**src/rtl/btn_conditioner.sv**
```systemverilog
// btn_conditioner: per-button synchronizer + debouncer + edge-event generator.
// Turns raw asynchronous bouncing button levels into clean clock-synchronous
// debounced levels and one-cycle press/release events.
//
// Ports:
//   clk          system clock, rising edge
//   reset        asynchronous active-low reset
//   btn_raw      raw button pins (active-high, asynchronous to clk)
//   btn_level    debounced level per channel
//   btn_pulse    one-cycle press event per channel
//   btn_release  one-cycle release event per channel
//   any_pulse    OR of btn_pulse, aligned with btn_pulse
module btn_conditioner #(
  parameter int unsigned N_BTN           = 3,
  parameter int unsigned SYNC_STAGES     = 2,
  parameter int unsigned DEBOUNCE_CYCLES = 1300000
) (
  input  logic             clk,
  input  logic             reset,
  input  logic [N_BTN-1:0] btn_raw,
  output logic [N_BTN-1:0] btn_level,
  output logic [N_BTN-1:0] btn_pulse,
  output logic [N_BTN-1:0] btn_release,
  output logic             any_pulse
);

  localparam int unsigned CNT_W = $clog2(DEBOUNCE_CYCLES + 1);
  localparam logic [CNT_W-1:0] CNT_DONE = CNT_W'(DEBOUNCE_CYCLES);

  typedef enum logic [1:0] {
    RELEASED      = 2'd0,
    PRESS_CHECK   = 2'd1,
    PRESSED       = 2'd2,
    RELEASE_CHECK = 2'd3
  } state_e;

  logic [N_BTN-1:0] level_nxt;
  logic [N_BTN-1:0] pulse_nxt;
  logic [N_BTN-1:0] release_nxt;

  for (genvar i = 0; i < N_BTN; i++) begin : g_ch
    logic [SYNC_STAGES-1:0] sync_q;
    logic                   s;
    state_e                 state_q, state_d;
    logic [CNT_W-1:0]       cnt_q, cnt_d, cnt_inc;
    logic                   pulse_d, release_d;

    assign s       = sync_q[SYNC_STAGES-1];
    // Count of the current opposite-level run including this cycle's sample.
    assign cnt_inc = cnt_q + CNT_W'(1);

    // Synchronizer chain, state and run counter.
    always_ff @(posedge clk or negedge reset) begin
      if (!reset) begin
        sync_q  <= '0;
        state_q <= RELEASED;
        cnt_q   <= '0;
      end else begin
        sync_q  <= {sync_q[SYNC_STAGES-2:0], btn_raw[i]};
        state_q <= state_d;
        cnt_q   <= cnt_d;
      end
    end

    // Next-state: a level change is accepted once DEBOUNCE_CYCLES consecutive
    // opposite samples have been seen; any interruption clears the run.
    always_comb begin
      state_d   = state_q;
      cnt_d     = cnt_q;
      pulse_d   = 1'b0;
      release_d = 1'b0;
      unique case (state_q)
        RELEASED, PRESS_CHECK: begin
          if (!s) begin
            state_d = RELEASED;
            cnt_d   = '0;
          end else if (cnt_inc == CNT_DONE) begin
            state_d = PRESSED;
            cnt_d   = '0;
            pulse_d = 1'b1;
          end else begin
            state_d = PRESS_CHECK;
            cnt_d   = cnt_inc;
          end
        end
        PRESSED, RELEASE_CHECK: begin
          if (s) begin
            state_d = PRESSED;
            cnt_d   = '0;
          end else if (cnt_inc == CNT_DONE) begin
            state_d   = RELEASED;
            cnt_d     = '0;
            release_d = 1'b1;
          end else begin
            state_d = RELEASE_CHECK;
            cnt_d   = cnt_inc;
          end
        end
        default: begin
          state_d = RELEASED;
          cnt_d   = '0;
        end
      endcase
    end

    assign level_nxt[i]   = (state_d == PRESSED) || (state_d == RELEASE_CHECK);
    assign pulse_nxt[i]   = pulse_d;
    assign release_nxt[i] = release_d;
  end

  // Registered outputs.
  always_ff @(posedge clk or negedge reset) begin
    if (!reset) begin
      btn_level   <= '0;
      btn_pulse   <= '0;
      btn_release <= '0;
      any_pulse   <= 1'b0;
    end else begin
      btn_level   <= level_nxt;
      btn_pulse   <= pulse_nxt;
      btn_release <= release_nxt;
      any_pulse   <= |pulse_nxt;
    end
  end

endmodule
```
**config.mk**
```make
export PLATFORM = sky130hd
export DESIGN_NAME = btn_conditioner
export DESIGN_NICKNAME = d
export VERILOG_FILES = /design/src/rtl/btn_conditioner.sv
export SDC_FILE = /design/constraint.sdc
export NUM_CORES = 1
export LEC_CHECK = 0
export CAP_MARGIN = 20
export CELL_PAD_IN_SITES_DETAIL_PLACEMENT = 2
export CELL_PAD_IN_SITES_GLOBAL_PLACEMENT = 2
export CORE_ASPECT_RATIO = 0.8
export CORE_MARGIN = 5
export CORE_UTILIZATION = 40
export CTS_BUF_LIST = sky130_fd_sc_hd__clkbuf_4 sky130_fd_sc_hd__clkbuf_8 sky130_fd_sc_hd__clkbuf_16
export CTS_CLUSTER_SIZE = 14
export DETAILED_ROUTE_END_ITERATION = 16
export PLACE_DENSITY = 0.83
export SLEW_MARGIN = 20
export SYNTH_ARGS = -nofsm -noshare
export SYNTH_HDL_FRONTEND = slang
export SYNTH_SLANG_ARGS = --single-unit
```
**constraint.sdc**
```tcl
create_clock -name clk -period 3.2 [get_ports clk]
set_input_delay 0.64 -clock clk [delete_from_list [all_inputs] [get_ports clk]]
set_output_delay 0.64 -clock clk [all_outputs]
set_load 0.1 [all_outputs]
```
# == Word level (Yosys, flattened, before mapping) ==
# Cells that the tools add are included.
# totals
register_bits,85
mem_count,0
latch_bits,0
word_cells,89
romBits,0
ram_bits,0
# op_classes
reduce_logical,13
n_bitwise,0
shift,0
div,0
muxes,42
n_lt_le_gt_ge,0
eq_ne,18
addsub,3
multipliers,0
# op_table
op,n
two-way mux 21 bit,9
one-hot mux 21 bit (2 select lines),3
"adder 21 x 1 -> 21 bit, second input constant",3
"equality test 21 bit, second input constant",3
"equality test 2 bit, second input constant",12
two-way mux 2 bit,12
two-way mux 1 bit,15
one-hot mux 2 bit (2 select lines),3
OR reduction 2 bit,6
"equality test 2 x 1 -> 1 bit, second input constant",3
logical NOT 2 bit,3
logical OR 1 bit,3
OR reduction 3 bit,1

# == Logic depth before layout (Yosys ltp) ==
# Gate-level depths: netlist of run 1.
# depth
depth_word,7
mapped_depth,9

# == Least setup slack after synthesis of run 1 ==
# No wires, ideal clock.
# synth_timing
path_type,flip-flop to flip-flop
start,register g_ch[2].cnt_q[0]
end,register btn_level[2]
arrival_time_ns,2.543
setup_ns,0.127
path_stages_with_launch,8
slack_ns,0.530
cell_sequence,dfrtp_1 ha_1 nand2_1 nor2_1 or4b_2 a211o_1 nor4_4 mux2_1
# synth_between
elab_chain_len,7
# synth_rtl
item,line,source
start: declaration,45,"logic [CNT_W-1:0] cnt_q, cnt_d, cnt_inc;"
start signal: assignment,61,cnt_q <= cnt_d;
adder 21 x 1 -> 21 bit (*),50,assign cnt_inc = cnt_q + CNT_W'(1);
equality test 21 bit (*),"77, 90",
two-way mux 2 bit (on tied branches),"90, 77",
two-way mux 2 bit (on tied branches),"87, 74",
one-hot mux 2 bit (2 select lines) (*),72,unique case (state_q)
via g_ch[2].state_d[1],44,"state_e state_q, state_d;"
equality test 2 bit,106,assign level_nxt[i] = (state_d == PRESSED) || (state_d == RELEASE_CHECK);
logical OR 1 bit (*),106,
end signal: assignment,119,btn_level <= level_nxt;
end: declaration,21,"output logic [N_BTN-1:0] btn_level,"
# Mark *: on every way through the listed nets, which the timed path passes. The rest lies on a longest branch.

# == Final worst setup path of run 1 ==
# Same ends and word-level chain as after synthesis.

==> metrics.md, run 1 <==
| Metric | Value |
|---|---|
| Measured slew at the worst slew-check pin | 0.756 ns |
| Via-to-Cell Ratio | 5.80 |
| Combinational power share | 3.2% |
| Clock power frac | 47.1% |
| Critical path, cell by cell | ha_1 > nand2_1 > nor2_1 > or4b_2 > a211o_1 > nor4_4 > buf_4 > mux2_1 |
| Routed vias | 3,443 |
| Fmax | 343 MHz |
| CP Launch Type | register |
| Internal | 1.59 mW |
| Number of global-route vias before repair | around 3,800 |
| Share of cells above drive strength 1 | around 11% |
| Syn nets | roughly 450 |
| Warnings, synthesis | 0 |
| Longest Clk Path Bufs | 2 |
| Crit path largest cell delay | 0.66 ns |
| Initial antenna violation count | 0 |
| Clock latency on the worst-skew pair | 0.35 ns |
| Core Region | 10,300 um^2 |
| Sequential share of power | 49.7% |
| Tcrit/Tclk final | 91.0% |
| Commonest register cell after synthesis | dfrtp_1 |
| Die width | about 130 um |
| Syn avg cell area | 9.65 um^2 |
| Worst Path Arrival | 3.13 ns |
| Worst vdd rail ir drop | 0.278 mV |
| Aggregate routed wire length | around 12 mm |
| Final ANT Viol Nets | 0 |
| Seq cells post-synth | 79 |
| Hold_ws | 0.312 ns |
| Cell Area, Synth | roughly 4200 um^2 |
| Syn-to-layout area delta | 12.5% |
| Post_cts resized | 0 |
| Worst reg-to-reg setup slack | between 0.2 and 0.3 ns |
| EDFF count, synth | 0 |
| HP Class | in2async |
| Leakage power total | 1.91 nW |
| Root Buffer | clkbuf_16 |
| Net Sw Power | 0.488 mW |
| HPWL after detailed placement | 8.30 mm |
| Power density cells | 435 nW/um^2 |
| R2r worst-path depth | 8 |
| Crit end category | register |
| Skew final | between 0.009 and 0.01 ns |
| Gpl congestion | 0.869 |
| Largest net degree at the start of global routing | 80 |
| Outcome | finished clean |
| CTS HTree Levels | 3 |
| Synthesized instance count | 439 |
| Grt ovf | 0 |
| Final Hold Vio Count | 0 |
| Drt wl/cell | 20.8 um |
| Setup TNS | 0 ns |
| Total of max-cap violations | 0 |
| Antenna cell count | 0 |
| Unrepaired setup endpoints after global routing | no |
| Register area share after synthesis | between 40% and 50% |
| # port buffers | 14 |
| Clk slew on worst S/H paths | 0.06 ns |
| WP data required | approximately 3.4 ns |
| Slew HR | 49.6% |
| FFs w/ async S/R, synth | 100% |
| Tmin final | 2.91 ns |
| Initial DRC Count | around 190 |
| DRC Markers | 0 |
| CTS tree | yes |
| Total GRT Usage | about a fifth |
| CTS sink cnt | 79 |
| First-pass GRT wire length | between 20 and 25 mm |
| CP max FO | 8 |
| Slowest-stage cell, CP | or4b_2 |
| Die Ht | 102 um |
| # rows | 33 |
| Drt first pass iters | 4 |
| Full die area | 12,800 um^2 |
| Core Util, Final | about 46% |
| Final setup fails | 0 |
| Starting Density | 41.1% |
| Critical path class | reg2reg |
| Switching Fraction | 23.5% |
| CTS buffer count | 9 |
| Synth unique cells | 58 |
| Nets | 457 |
| Final Max Tran Viols | 0 |
| Num ports | 15 |
-- logic make-up (layout without fill, tap and decap cells) --
kind of cell / Yosys count / count (layout) / synth area share (%)
buffers and inverters: 36 / 51 / 3.81
XOR/XNOR: 65 / 65 / 13.4
adder cells (fa/ha/maj): 3 / 3 / 0.886
multiplexers: 6 / 6 / 1.51
flip-flops: 79 / 79 / 46.6
AO/OA/AOI/OAI: 30 / 30 / 5.67
AND/OR/NAND/NOR: 220 / 220 / 28.0
-- metrics by stage --
stage	cells	cell area (um^2)	power, mW	setup WS [ns]
after floorplan	439	4240	1.07	0.530
final	594	4770	2.07	0.288
after global placement	575	4460	1.11	0.297
after detailed placement	575	4460	1.12	0.162
after global routing	594	4770	2.16	0.0721
after CTS	591	4740	2.10	0.147
-- critical path: cells and delay by family, from the launching register on --
kind | cells | cell delay [ns]
simple gates | 4 | 1.28
flops | 1 | 0.43
mux | 1 | 0.33
compound gates | 1 | 0.32
fa+ha+maj | 1 | 0.26
buf+inv | 1 | 0.20
-- cells in the mapped netlist, types with 2 or more instances --
cell type / count / area (um^2)
a211o_1: 2 / 17.5
a211oi_1: 5 / 37.5
a21oi_1: 4 / 20.0
and2_1: 4 / 25.0
and3_1: 9 / 56.3
and4_1: 6 / 52.6
buf_2: 6 / 30.0
buf_4: 5 / 37.5
clkbuf_1: 15 / 56.3
dfrtp_1: 79 / 1980
ha_1: 3 / 37.5
inv_1: 10 / 37.5
mux2_2: 2 / 22.5
mux2i_1: 3 / 30.0
nand2_1: 32 / 120
nand2b_1: 2 / 12.5
nand3_1: 18 / 90.1
nand3b_1: 2 / 15.0
nand4_1: 19 / 119
nand4b_1: 2 / 17.5
nor2_1: 59 / 221
nor3_1: 30 / 150
nor3b_1: 5 / 37.5
nor4_1: 11 / 68.8
nor4b_1: 2 / 17.5
o21a_1: 2 / 15.0
or3_1: 5 / 31.3
or4_1: 4 / 30.0
xnor2_1: 38 / 333
xor2_1: 27 / 236
-- sequential cells by signal, summed over array words and instances, names as in the netlist --
register,cells
btn_release,3
g_ch.state_q,2
g_ch.sync_q,6
btn_level,1
g_ch.cnt_q,63
any_pulse,1
btn_pulse,3
-- timing repair --
item / CTS / global route
setup buffers: 0 / 3
endpoints found under the setup margin: 0 / 20
hold buffers: 0 / 0
-- placed cells by master, fill, tap and decap left out, types with 10 or more instances in the layout --
cell	instances
nor2_1	59
nand2_1	32
nor3_1	30
inv_1	10
nand3_1	18
nor4_1	11
xor2_1	27
dfrtp_1	79
nand4_1	19
buf_4	21
xnor2_1	38
-- metal layers --
layer	GRT usage (%)	share of wire (%)	up-vias
met5	0	0	-
li1	-	-	1565
met3	5.43	3.6	32
met2	35.4	49	70
met1	26.0	45	1776
met4	7.33	2.5	0
-- layout make-up --
| cell class | instances | area (um^2) |
|---|---|---|
| multi-input cells | 324 | 2100 |
| repair buffers | 25 | 199 |
| flip-flops and latches | 79 | 1980 |
| fillers | 1080 | 5550 |
| clock inverters | 5 | 33.8 |
| well taps | 140 | 175 |
| inverters | 10 | 37.5 |
| clock buffers | 11 | 246 |
-- power groups by stage --
| stage | Sequential [mW] | Clock (mW) | Combinational [mW] |
|---|---|---|---|
| after floorplan | 1.04 | 0 | 0.0359 |
| after global placement | 1.05 | 0 | 0.0635 |
| after detailed placement | 1.05 | 0 | 0.0669 |
| after CTS | 1.03 | 1.01 | 0.0676 |
| after global routing | 1.03 | 1.05 | 0.0754 |
| final | 1.03 | 0.977 | 0.0661 |
-- worst paths after layout --
check | to | startpoint
setup / recovery | btn_level[2] | g_ch[2].cnt_q[0]
hold / removal | g_ch[2].cnt_q[9] | reset
setup reg to reg | btn_level[2] | g_ch[2].cnt_q[0]
hold reg to reg | g_ch[0].sync_q[1] | g_ch[0].sync_q[0]
max in group asynchronous | btn_pulse[2] | reset
min in group clk | g_ch[0].sync_q[1] | g_ch[0].sync_q[0]
Power figures use the tool's default switching activity.
==> run 2: changes to the inputs <==
--- a/config.mk
+++ b/config.mk
@@ -15,6 +15,7 @@
 export CTS_CLUSTER_SIZE = 14
 export DETAILED_ROUTE_END_ITERATION = 16
 export PLACE_DENSITY = 0.83
+export SETUP_SLACK_MARGIN = 0.15
 export SLEW_MARGIN = 20
 export SYNTH_ARGS = -nofsm -noshare
 export SYNTH_HDL_FRONTEND = slang
==> run 2 against run 1 <==
Compared with the run above:
- fmax rose by 1.8%
- highest routed layer unchanged
- largest cell class unchanged
- register-to-register slack better by 0.05 ns
- final area up 0.55%
- clock-buffer cell count stayed put
- first-iteration DRC count is 7.3% higher
- setup slack better by 0.050 ns
- die area did not move
- combinational power up 1%
==> metrics.md, run 2 (synthesis results as in run 1) <==
| Metric | Value |
|---|---|
| Max FFs per register | 63 (unchanged) |
| Initial antenna violation count | 0 (unchanged) |
| Commonest non-fill, non-tap cell in the layout | dfrtp_1 (unchanged) |
| Nets | 459 (was 457) |
| Power density cells | 433 nW/um^2 (was 435 nW/um^2) |
| Antenna cell count | 0 (unchanged) |
| Biggest regs | g_ch.cnt_q x63, g_ch.sync_q x6 (unchanged) |
| # rows | 33 (unchanged) |
| Measured slew at the worst slew-check pin | 0.758 ns (was 0.756 ns) |
| Grt ovf | 0 (unchanged) |
| Final Max Tran Viols | 0 (unchanged) |
| DRC Markers | 0 (unchanged) |
| Starting Density | 41.1% (unchanged) |
| R2r worst-path depth | 8 (unchanged) |
| HPWL after detailed placement | 8.30 mm (unchanged) |
| Initial DRC Count | 205 (was 191) |
| # port buffers | 14 (unchanged) |
| CP Launch Type | register (unchanged) |
| Worst r2r src | g_ch[2].cnt_q[6] (was g_ch[2].cnt_q[0]) |
| Via-to-Cell Ratio | 5.71 (was 5.80) |
| Worst vdd rail ir drop | 0.278 mV (about the same) |
| Fmax | 349 MHz (was 343 MHz) |
| Total GRT Usage | 20.8% (unchanged) |
| Number of global-route vias before repair | 3,821 (unchanged) |
| HP Class | in2async (unchanged) |
| Slew HR | 49.4% (was 49.6%) |
| Die Ht | 102 um (unchanged) |
| Clk slew on worst S/H paths | 0.06 ns (about the same) |
| Share of cells above drive strength 1 | 11.6% (was 11.0%) |
| Unrepaired setup endpoints after global routing | no (unchanged) |
| CP max FO | 10 (was 8) |
| Worst reg-to-reg setup slack | 0.34 ns (was 0.29 ns) |
| Final setup fails | 0 (unchanged) |
| Placed cells | 575 (unchanged) |
| Fillers | 1,076 (was 1,080) |
| Final Hold Vio Count | 0 (unchanged) |
| Num ports | 15 (unchanged) |
| Syn-to-layout area delta | 13.1% (was 12.5%) |
| Non-filler instance count after layout | 596 (was 594) |
| Post-layout power | 2.07 mW (about the same) |
| Worst Path Arrival | 3.10 ns (was 3.13 ns) |
| Crit end category | register (unchanged) |
| Core Region | 10,300 um^2 (unchanged) |
| Final ANT Viol Nets | 0 (unchanged) |
| Critical path class | reg2reg (unchanged) |
| R2r endpoint | g_ch[2].cnt_q[17] (was btn_level[2]) |
| Most frequent cells in the layout | dfrtp_1, nor2_1, xnor2_1 (unchanged) |
| Hold buffer count at CTS | 0 (unchanged) |
| Longest Clk Path Bufs | 2 (unchanged) |
| Setup TNS | 0 ns (unchanged) |
| Die width | 125 um (unchanged) |
| Cell Area, Placed | 4460 um^2 (unchanged) |
| Outcome | finished clean (unchanged) |
| CTS buffer count | 9 (unchanged) |
| CTS tree | yes (unchanged) |
| Gpl congestion | 0.869 (unchanged) |
| Reg with most FFs | g_ch.cnt_q (unchanged) |
| CTS HTree Levels | 3 (unchanged) |
| Tmin final | 2.86 ns (was 2.91 ns) |
| Clock latency on the worst-skew pair | 0.34 ns (was 0.35 ns) |
| Leakage power total | 1.92 nW (was 1.91 nW) |
| Core Util, Final | 46.4% (was 46.2%) |
| CTS sink cnt | 79 (unchanged) |
| Full die area | 12,800 um^2 (unchanged) |
| Largest net degree at the start of global routing | 80 (unchanged) |
| Tcrit/Tclk final | 89.4% (was 91.0%) |
| Root Buffer | clkbuf_16 (unchanged) |
| Aggregate routed wire length | 12.4 mm (about the same) |
| Drt first pass iters | 5 (was 4) |
| Routed vias | 3,404 (was 3,443) |
| Drt wl/cell | 20.8 um (about the same) |
| Skew final | 0.00933 ns (was 0.00942 ns) |
| Final Cell Area | 4790 um^2 (was 4770 um^2) |
| Total of max-cap violations | 0 (unchanged) |
| WP data required | 3.44 ns (was 3.42 ns) |
| First-pass GRT wire length | 20.9 mm (unchanged) |
[run 2: cell types whose count changed in the layout (fill, tap and decap cells not counted)]
cell and change:
buf_4 +2, a31o_4 +1, a31o_2 -1, nand2_1 -1
nand2_2 +1
[run 2: timing repair]
action | in CTS | in global routing
hold endpoints to repair | 0 | 0
pin swaps | 1 | 2
buffers inserted | 0 | 5
endpoints found under the setup margin | 1 | 56
gates resized for setup | 0 | 2
[run 2: power breakdown]
group	total, mW	switching, mW	leakage (nW)	internal (mW)
Clock	0.977	0.423	0.135	0.554
Sequential	1.03	0.0190	1.08	1.01
Combinational	0.0669	0.0460	0.705	0.0209
[run 2: worst max path at each step]
stage / from / endpoint / slack, ns
after floorplan: g_ch[2].cnt_q[0] / btn_level[2] / 0.53
after global placement: g_ch[2].cnt_q[0] / btn_level[2] / 0.30
after detailed placement: g_ch[2].cnt_q[0] / btn_pulse[2] / 0.16
after CTS: g_ch[2].cnt_q[0] / btn_pulse[2] / 0.17
after global routing: g_ch[2].cnt_q[10] / btn_level[2] / 0.16
final: g_ch[2].cnt_q[6] / g_ch[2].cnt_q[17] / 0.34
[run 2: cell type report]
cell class / instances / area (um^2) / share of cell area (%)
Clock buffer: 11 / 246 / 5.14
Timing Repair Buffer: 27 / 214 / 4.46
Tap cell: 140 / 175 / 3.65
Clock inverter: 5 / 33.8 / 0.705
Inverter: 10 / 37.5 / 0.783
Multi-Input combinational cell: 324 / 2110 / 44.0
Sequential cell: 79 / 1980 / 41.2
[run 2: critical path, cell delays in order (launching register included)]
cell	delay, ns
dfrtp_1	0.50
nand2_1	0.24
or4_1	0.66
or4b_1	0.60
o211ai_2	0.12
nor4_4	0.06
buf_4	0.17
buf_4	0.17
nor3_1	0.24
[run 2: per-layer routing]
layer / vias up / GRT usage [%] / wire length (um)
li1: 1565 / - / -
met1: 1760 / 26.0 / 5560
met2: 55 / 35.4 / 6140
met3: 24 / 5.43 / 410
met4: 0 / 7.33 / 274
met5: - / 0 / 0
[run 2: per-stage QoR]
stage,hold slack [ns],setup slack (ns)
2_1_floorplan,0.331,0.530
3_3_place_gp,0.333,0.297
3_5_place_dp,0.336,0.162
4_1_cts,0.373,0.165
5_1_grt,0.380,0.158
6_report,0.310,0.338
